`config.mk`:
```
export PLATFORM = sky130hd
export DESIGN_NAME = vram_wr_arbiter
export DESIGN_NICKNAME = d
export VERILOG_FILES = /design/src/rtl/vram_wr_arbiter.sv
export SDC_FILE = /design/constraint.sdc
export NUM_CORES = 1
export LEC_CHECK = 0
export CORE_MARGIN = 2
export CORE_UTILIZATION = 38
export DETAILED_ROUTE_END_ITERATION = 12
export PLACE_DENSITY = 0.89
export SLEW_MARGIN = 30
export SYNTH_ARGS = -nofsm -noshare
export SYNTH_HDL_FRONTEND = slang
export SYNTH_SLANG_ARGS = --single-unit
export TNS_END_PERCENT = 1
```
`constraint.sdc`:
```
create_clock -name clk -period 2.74 [get_ports clk]
set_input_delay 0.548 -clock clk [delete_from_list [all_inputs] [get_ports clk]]
set_output_delay 0.548 -clock clk [all_outputs]
set_load 0.01 [all_outputs]
```
`src/rtl/vram_wr_arbiter.sv`:
```
// vram_wr_arbiter: two-requester round-robin write arbiter in front of a
// single-port VRAM write port, with an optional full-RAM zero-fill engine.
// Optional feature macro: VRAM_ARB_CLEAR_EN (enables the CLEAR state and the
// zero-fill engine; without it clr_start is ignored and clr_busy/clr_done are 0).
module vram_wr_arbiter #(
  parameter int ADDR_WIDTH = 6,
  parameter int DATA_WIDTH = 8
) (
  input  logic                  clk,
  input  logic                  reset_n,
  input  logic                  req0_valid,
  input  logic [ADDR_WIDTH-1:0] req0_addr,
  input  logic [DATA_WIDTH-1:0] req0_data,
  output logic                  req0_ready,
  input  logic                  req1_valid,
  input  logic [ADDR_WIDTH-1:0] req1_addr,
  input  logic [DATA_WIDTH-1:0] req1_data,
  output logic                  req1_ready,
  input  logic                  clr_start,
  output logic                  clr_busy,
  output logic                  clr_done,
  output logic                  ram_we,
  output logic [ADDR_WIDTH-1:0] ram_addr,
  output logic [DATA_WIDTH-1:0] ram_din
);

  // prio=0: requester 0 wins a tie; prio=1: requester 1 wins a tie
  logic prio;
  logic arb_en;
  logic go_clear;
  logic in_clear;
  logic grant0, grant1;

`ifdef VRAM_ARB_CLEAR_EN
  typedef enum logic {IDLE, CLEAR} state_t;
  // Counter is one bit wider than the address so the final address (all ones)
  // is written before the terminal count is seen, without wrapping.
  localparam logic [ADDR_WIDTH:0] LAST_CNT = {1'b1, {ADDR_WIDTH{1'b0}}};
  localparam logic [ADDR_WIDTH:0] CNT_ONE  = {{ADDR_WIDTH{1'b0}}, 1'b1};

  state_t              state;
  logic [ADDR_WIDTH:0] clr_cnt;

  assign in_clear = (state == CLEAR);
  assign go_clear = (state == IDLE) && clr_start;
`else
  logic unused_clr_start;

  assign unused_clr_start = clr_start;
  assign in_clear         = 1'b0;
  assign go_clear         = 1'b0;
  assign clr_busy         = 1'b0;
  assign clr_done         = 1'b0;
`endif

  // Arbitration is open only out of reset, in IDLE, and when no clear is starting
  assign arb_en     = reset_n && !in_clear && !go_clear;
  assign grant0     = arb_en && req0_valid && (!req1_valid || !prio);
  assign grant1     = arb_en && req1_valid && (!req0_valid || prio);
  assign req0_ready = grant0;
  assign req1_ready = grant1;

  // FSM, priority pointer and registered RAM write port
  always_ff @(posedge clk or negedge reset_n) begin
    if (!reset_n) begin
      prio     <= 1'b0;
      ram_we   <= 1'b0;
      ram_addr <= '0;
      ram_din  <= '0;
`ifdef VRAM_ARB_CLEAR_EN
      state    <= IDLE;
      clr_cnt  <= '0;
      clr_busy <= 1'b0;
      clr_done <= 1'b0;
`endif
    end else begin
      ram_we <= grant0 || grant1;
      if (grant0) begin
        ram_addr <= req0_addr;
        ram_din  <= req0_data;
        prio     <= 1'b1;
      end else if (grant1) begin
        ram_addr <= req1_addr;
        ram_din  <= req1_data;
        prio     <= 1'b0;
      end
`ifdef VRAM_ARB_CLEAR_EN
      clr_done <= 1'b0;
      case (state)
        IDLE: begin
          // Address 0 is launched on the entering edge so the write lines up
          // with the first busy cycle; grants are blocked this cycle.
          if (clr_start) begin
            state    <= CLEAR;
            clr_busy <= 1'b1;
            clr_cnt  <= CNT_ONE;
            ram_we   <= 1'b1;
            ram_addr <= '0;
            ram_din  <= '0;
          end
        end
        CLEAR: begin
          if (clr_cnt == LAST_CNT) begin
            state    <= IDLE;
            clr_busy <= 1'b0;
            clr_done <= 1'b1;
            clr_cnt  <= '0;
          end else begin
            ram_we   <= 1'b1;
            ram_addr <= clr_cnt[ADDR_WIDTH-1:0];
            ram_din  <= '0;
            clr_cnt  <= clr_cnt + CNT_ONE;
          end
        end
        default: state <= IDLE;
      endcase
`endif
    end
  end

endmodule
```
==> run summary, run 1 <==
slowest stage cell, crit path: sky130_fd_sc_hd__clkdlybuf4s50_1
Hold Fails Final Rpt: 0
share of async-settable or async-resettable flops after synthesis: 1.00
horizontal extent of the die: 50.1 microns
starting utilization of the core area: 0.407
maximum fanout encountered on the critical timing path: 6
library cell with the highest instance count after synthesis: sky130_fd_sc_hd__dfrtp_1
netlist area before placement: 806 sq um
combined global-route utilization of all metal layers: 0.204
CP cell instances: clkdlybuf4s50_1 -> nand2_1 -> a21oi_1 -> clkdlybuf4s50_1
mean instance size in the synthesized netlist: 8.57 sq um
run status: finished, final reports clean
post-synthesis sequential area ratio: 0.497
number of filler cells placed in the layout: 163
count of TritonRoute iterations in the first routing pass: 4
relative slew slack: 0.635
layout cells sized above 1: 0.0504
count of buffers added by post-CTS timing repair for setup: 0
largest net degree at the start of global routing: 16
worst skew pair latency: 0.28 ns
number of DRC markers after the initial detailed-route iteration: 23
aggregate global routing overflow: 0
clock root buffer: sky130_fd_sc_hd__clkbuf_4
CP arrival: 1.91 ns
Avg Vias per Cell: 5.26
Layout Nets: 174
f_max: 406 MHz
number of synthesis warnings: 0
Synth Instances: 94
routability congestion estimate from global placement: 0.722
worst path bufs/invs: 2
critical setup path kind: input port to output pin
detail-routed net length per standard cell: 14.6 microns
final design instance area without fill: 1300 sq um
ant diodes: 0
Most used DFF post-synth: sky130_fd_sc_hd__dfrtp_1
Final ANT Viol Nets: 0
I/O pin total: 52
via count of the first global-routing pass: 907
maximum clock insertion buffer count: 2
CTS sink cnt: 16
most repeated library cell on the critical path: sky130_fd_sc_hd__clkdlybuf4s50_1
H-Tree Depth: 1
unique cell type count in the Yosys netlist: 17
largest area contributor in the netlist: sky130_fd_sc_hd__dfrtp_1
global-route wire length before repair: 3910 microns
number of I/O port buffers: 48
Sum Neg Setup Slack: 0 ns
register bit count reported by yosys: 16
worst hold path type: input port to asynchronous set/reset pin
number of flops mapped to enable cells by yosys: 0
cells taking the most area after synthesis: sky130_fd_sc_hd__dfrtp_1 50%, sky130_fd_sc_hd__a31oi_1 11%, sky130_fd_sc_hd__nand3_1 8.7%
CTS resizes: 0
data required time at the worst endpoint: 2.19 ns
placed wire-length estimate: 1730 microns
synth cell count leaders: 16 x sky130_fd_sc_hd__dfrtp_1, 15 x sky130_fd_sc_hd__nor2_1, 14 x sky130_fd_sc_hd__a31oi_1, 14 x sky130_fd_sc_hd__nand3_1, 14 x sky130_fd_sc_hd__o21ai_0
post-cts hold buffer count: 0
final setup fails: 0
floorplan die height: 50.1 microns
clock buffers created by TritonCTS: 3
kind of cell adding the most delay to the critical path: buffers and inverters
DR DRC count: 0
core area: 1980 sq um
initial antenna violation count: 0
Worst Max-Slew Pin Slew: 0.547 ns
clock skew: 0.00286 ns
RSZ-0062 raised after global routing: no
max-cap check violation count: 0
minimum clock period: 2.46 ns
max incr delay on CP: 0.57 ns
critical path startpoint category: input port
CTS clk-pin slew, worst paths: 0.09 ns
Period Utilization, post-route: 0.898
CTS tree: done
Max rail drop VDD: 0.000253 V
Post-DP Area: 1280 sq um
Area growth syn-to-layout: 61.6%
vias post-DR: 873
element type at the critical path end: output pin
Leakage: 0.000505 uW
aggregate routed wire length: 2430 microns
row count: 16
count of pins over their slew limit: 0
DIE AREA: 2510 sq um
Yosys top cell area share: 0.497
power density over the cells: 481 nW/um^2
[stage by stage]
| step | power, uW | setup WS [ns] | instances | util | hold slack, ns |
|---|---|---|---|---|---|
| after floorplan | 382 | 1.20 | 95 | - | 0.252 |
| after global placement | 501 | 0.300 | 163 | 0.646 | 0.525 |
| after detailed placement | 508 | 0.279 | 163 | 0.646 | 0.535 |
| after CTS | 628 | 0.273 | 166 | 0.657 | 0.458 |
| after global routing | 659 | 0.171 | 166 | 0.657 | 0.464 |
| final | 627 | 0.278 | 166 | 0.657 | 0.463 |
[cell usage in the layout, fill, tap and decap left out]
cell type,n
sky130_fd_sc_hd__a21oi_1,1
sky130_fd_sc_hd__a31oi_1,14
sky130_fd_sc_hd__and2_1,1
sky130_fd_sc_hd__and2_4,1
sky130_fd_sc_hd__buf_4,3
sky130_fd_sc_hd__clkbuf_4,3
sky130_fd_sc_hd__clkdlybuf4s50_1,48
sky130_fd_sc_hd__conb_1,2
sky130_fd_sc_hd__dfrtp_1,16
sky130_fd_sc_hd__inv_1,1
sky130_fd_sc_hd__nand2_1,4
sky130_fd_sc_hd__nand3_1,14
sky130_fd_sc_hd__nor2_1,15
sky130_fd_sc_hd__o21a_1,1
sky130_fd_sc_hd__o21ai_0,14
sky130_fd_sc_hd__o21ai_1,1
[layout make-up]
| cell class | count | area (sq um) | share of cell area |
|---|---|---|---|
| clock buffers | 3 | 22.5 | 0.0173 |
| inverters | 1 | 3.75 | 0.00288 |
| multi-input cells | 68 | 339 | 0.260 |
| flip-flops and latches | 16 | 400 | 0.307 |
| well taps | 27 | 33.8 | 0.0259 |
| repair buffers | 51 | 503 | 0.386 |
[worst register-to-register path: cells and delay by family (launching register included)]
family / cells / cell delay, ns
and+or+nand+nor: 2 / 0.57
AOI/OAI and AO/OA: 1 / 0.23
DFF: 1 / 0.42
[registers in the layout, indices dropped and copies added (netlist names)]
name	flops
ram_we	1
prio	1
ram_addr	6
ram_din	8
[power by group]
part	switching, uW	leakage [uW]	internal [uW]
sequential	19.0	0.000181	269
combinational	93.8	0.000310	122
clock	72.3	0.0000138	51.0
[final timing paths]
path | end | slack, ns | from | depth (start not counted)
setup / recovery | req1_ready | 0.28 | reset_n | 4
hold / removal | prio | 0.46 | reset_n | 1
setup reg to reg | ram_addr[5] | 1.44 | prio | 3
hold reg to reg | prio | 0.55 | prio | 1
max in group asynchronous | ram_addr[3] | 1.83 | reset_n | 2
min in group clk | prio | 0.55 | prio | 1
[kinds of logic after synthesis]
group,share of synthesized area
AND/OR/NAND/NOR,0.194
AO/OA/AOI/OAI,0.217
flip-flops,0.497
buffers and inverters,0.0869
other,0.00465
[routing by layer]
| layer | GRT usage | wire [microns] | vias to the layer above |
|---|---|---|---|
| li1 | - | - | 418 |
| met1 | 0.239 | 997 | 412 |
| met2 | 0.351 | 1260 | 39 |
| met3 | 0.0242 | 132 | 4 |
| met4 | 0.125 | 33 | 0 |
| met5 | 0 | 0 | - |
Power figures use the tool's default switching activity.
==> inputs of run 2 (changes only) <==
--- a/config.mk
+++ b/config.mk
@@ -5,6 +5,7 @@
 export SDC_FILE = /design/constraint.sdc
 export NUM_CORES = 1
 export LEC_CHECK = 0
+export ABC_CLOCK_PERIOD_IN_PS = 2740
 export CORE_MARGIN = 2
 export CORE_UTILIZATION = 38
 export DETAILED_ROUTE_END_ITERATION = 12
==> results of run 2 <==
Same layout as run 1: the final DEF is identical, and so are final timing and power.
==> inputs of run 3 (changes only) <==
--- a/config.mk
+++ b/config.mk
@@ -5,11 +5,12 @@
 export SDC_FILE = /design/constraint.sdc
 export NUM_CORES = 1
 export LEC_CHECK = 0
-export ABC_CLOCK_PERIOD_IN_PS = 2740
+export ABC_CLOCK_PERIOD_IN_PS = 2900
 export CORE_MARGIN = 2
 export CORE_UTILIZATION = 38
 export DETAILED_ROUTE_END_ITERATION = 12
 export PLACE_DENSITY = 0.89
+export RECOVER_POWER = 25
 export SLEW_MARGIN = 30
 export SYNTH_ARGS = -nofsm -noshare
 export SYNTH_HDL_FRONTEND = slang
==> constraint.sdc (replaced) <==
create_clock -name clk -period 2.9 [get_ports clk]
set_input_delay 0.58 -clock clk [delete_from_list [all_inputs] [get_ports clk]]
set_output_delay 0.58 -clock clk [all_outputs]
set_load 0.01 [all_outputs]
==> run summary, run 3 (synthesized netlist as in run 1, its figures left out) <==
H-Tree Depth: 1 (unchanged)
f_max: 389 MHz
final setup fails: 0 (unchanged)
Final ANT Viol Nets: 0 (unchanged)
largest register by flop count: ram_din
count of TritonRoute iterations in the first routing pass: 4 (unchanged)
max-cap check violation count: 0 (unchanged)
net switching fraction of the power: 0.287 (-0.00839)
maximum clock insertion buffer count: 2 (unchanged)
Period Utilization, post-route: 0.888
portion of total power attributed to combinational logic: 0.323 (-0.021)
number of DRC markers after the initial detailed-route iteration: 30 (+30%)
share of total power in the clock network: 0.242 (+0.045)
CTS resizes: 0 (unchanged)
Avg Vias per Cell: 5.19 (-1.3%)
largest registers: ram_din (8), ram_addr (6)
maximum fanout encountered on the critical timing path: 6 (unchanged)
initial antenna violation count: 0 (unchanged)
combined global-route utilization of all metal layers: 0.196 (-0.00793)
Max rail drop VDD: 0.000277 V (+9.3%)
DIE AREA: 2510 sq um (unchanged)
number of I/O port buffers: 48 (unchanged)
highest-count cells in the layout ignoring fill and taps: 47 x sky130_fd_sc_hd__clkdlybuf4s50_1, 16 x sky130_fd_sc_hd__dfrtp_1, 15 x sky130_fd_sc_hd__nor2_1
core area: 1980 sq um (unchanged)
RSZ-0062 raised after global routing: no
detail-routed net length per standard cell: 13.7 microns (-6.0%)
layout cells sized above 1: 0.0500 (-0.000360)
clock root buffer: sky130_fd_sc_hd__clkbuf_4
clock skew: 0.00359 ns (+0.000732 ns)
CTS sink cnt: 16 (unchanged)
most common cell after layout, fill and taps aside: sky130_fd_sc_hd__clkdlybuf4s50_1
count of pins over their slew limit: 0 (unchanged)
Hold Fails Final Rpt: 0 (unchanged)
element type at the critical path end: output pin
global-route wire length before repair: 3820 microns (-2.3%)
I/O pin total: 52 (unchanged)
vias post-DR: 867 (-0.69%)
routability congestion estimate from global placement: 0.779 (+7.8%)
run status: finished, final reports clean
data required time at the worst endpoint: 2.32 ns (+0.13 ns)
worst skew pair latency: 0.29 ns (about the same)
placed wire-length estimate: 1710 microns (-1.1%)
Area growth syn-to-layout: 62.9%
sequential share of power: 0.435 (-0.024)
PnR worst setup slack: 0.326 ns (+0.0479 ns)
worst hold path type: register to register
relative slew slack: 0.443 (-0.192)
Worst Max-Slew Pin Slew: 0.835 ns (+0.288 ns)
floorplan die height: 50.1 microns (unchanged)
post-cts hold buffer count: 0 (unchanged)
met3 demand-to-capacity share in global routing: 0.0485 (+0.0242)
Sum Neg Setup Slack: 0 ns (unchanged)
horizontal extent of the die: 50.1 microns (unchanged)
aggregate routed wire length: 2290 microns (-5.4%)
Int Pwr: 445 uW (+0.65%)
critical path startpoint category: input port
Layout Nets: 174 (unchanged)
count of buffers added by post-CTS timing repair for setup: 0 (unchanged)
aggregate global routing overflow: 0 (unchanged)
most congested layer reported by global routing: met2
max incr delay on CP: 0.63 ns (+0.06 ns)
starting utilization of the core area: 0.407 (unchanged)
Leakage: 0.000508 uW (+0.76%)
clock buffers created by TritonCTS: 3 (unchanged)
slowest stage cell, crit path: sky130_fd_sc_hd__dlygate4sd3_1
global-route track usage on met1: 0.248 (+0.00868)
flip-flop count of the largest register, all copies and words added: 8 (unchanged)
largest net degree at the start of global routing: 16 (unchanged)
critical setup path kind: input port to output pin
DR DRC count: 0 (unchanged)
row count: 16 (unchanged)
met2 global-route usage: 0.316 (-0.0351)
power density over the cells: 475 nW/um^2 (-1.3%)
ant diodes: 0 (unchanged)
core utilization of the finished layout: 0.662 (+0.00505)
via count of the first global-routing pass: 822 (-9.4%)
CTS tree: done
CP cell instances: dlygate4sd3_1 -> nand2_1 -> a21oi_1 -> clkdlybuf4s50_1
minimum clock period: 2.57 ns
CP arrival: 1.99 ns (+0.08 ns)
Post-Place Worst Slack: 0.384 ns (+0.104 ns)
net switching power of the design: 179 uW (-3.4%)
CTS clk-pin slew, worst paths: 0.10 ns (about the same)
[run 3: changes by cell type in the layout (fill, tap and decap cells not counted)]
cell,previous run,this run
sky130_fd_sc_hd__dlygate4sd3_1,0,1
sky130_fd_sc_hd__clkbuf_8,0,1
sky130_fd_sc_hd__clkbuf_1,0,1
sky130_fd_sc_hd__buf_4,3,2
sky130_fd_sc_hd__clkdlybuf4s50_1,48,47
[run 3: final timing paths]
kind / startpoint / to / slack, ns / cells after the start
min: prio / prio / 0.55 / 1
max in group asynchronous: reset_n / ram_addr[1] / 1.35 / 2
max reg2reg: prio / ram_din[2] / 1.65 / 3
min reg2reg: prio / prio / 0.55 / 1
min in group asynchronous: reset_n / prio / 0.56 / 1
max: reset_n / req1_ready / 0.33 / 4
[run 3: layer usage]
layer,vias to the layer above,part of all wire
met1,394,0.41
met2,48,0.48
met3,6,0.086
li1,419,-
met5,-,0
met4,0,0.015
[run 3: critical path: cells and delay by family]
kind                   cells  cell delay [ns]
buffers and inverters      2             1.18
AOI/OAI and AO/OA          1             0.12
and+or+nand+nor            1             0.10
[run 3: final cells by class]
cell class | instances | area [sq um]
clock buffers | 4 | 36.3
fillers | 159 | 669
inverters | 1 | 3.75
multi-input cells | 68 | 339
flip-flops and latches | 16 | 400
well taps | 27 | 33.8
repair buffers | 51 | 499
[run 3: per-stage QoR]
stage	std cells	cell area, sq um	hold WS [ns]	power [uW]
after detailed placement	163	1280	0.542	479
after floorplan	95	810	0.284	360
after global routing	167	1310	0.548	658
after CTS	167	1320	0.482	627
after global placement	163	1280	0.524	473
final	167	1310	0.552	624
[run 3: power groups by stage]
stage          sequential [uW]  combinational [uW]  clock, uW
3_3_place_gp               274                 199          0
5_1_grt                    276                 219        163
6_report                   271                 202        151
3_5_place_dp               277                 203          0
4_1_cts                    272                 204        152
2_1_floorplan              289                71.4          0
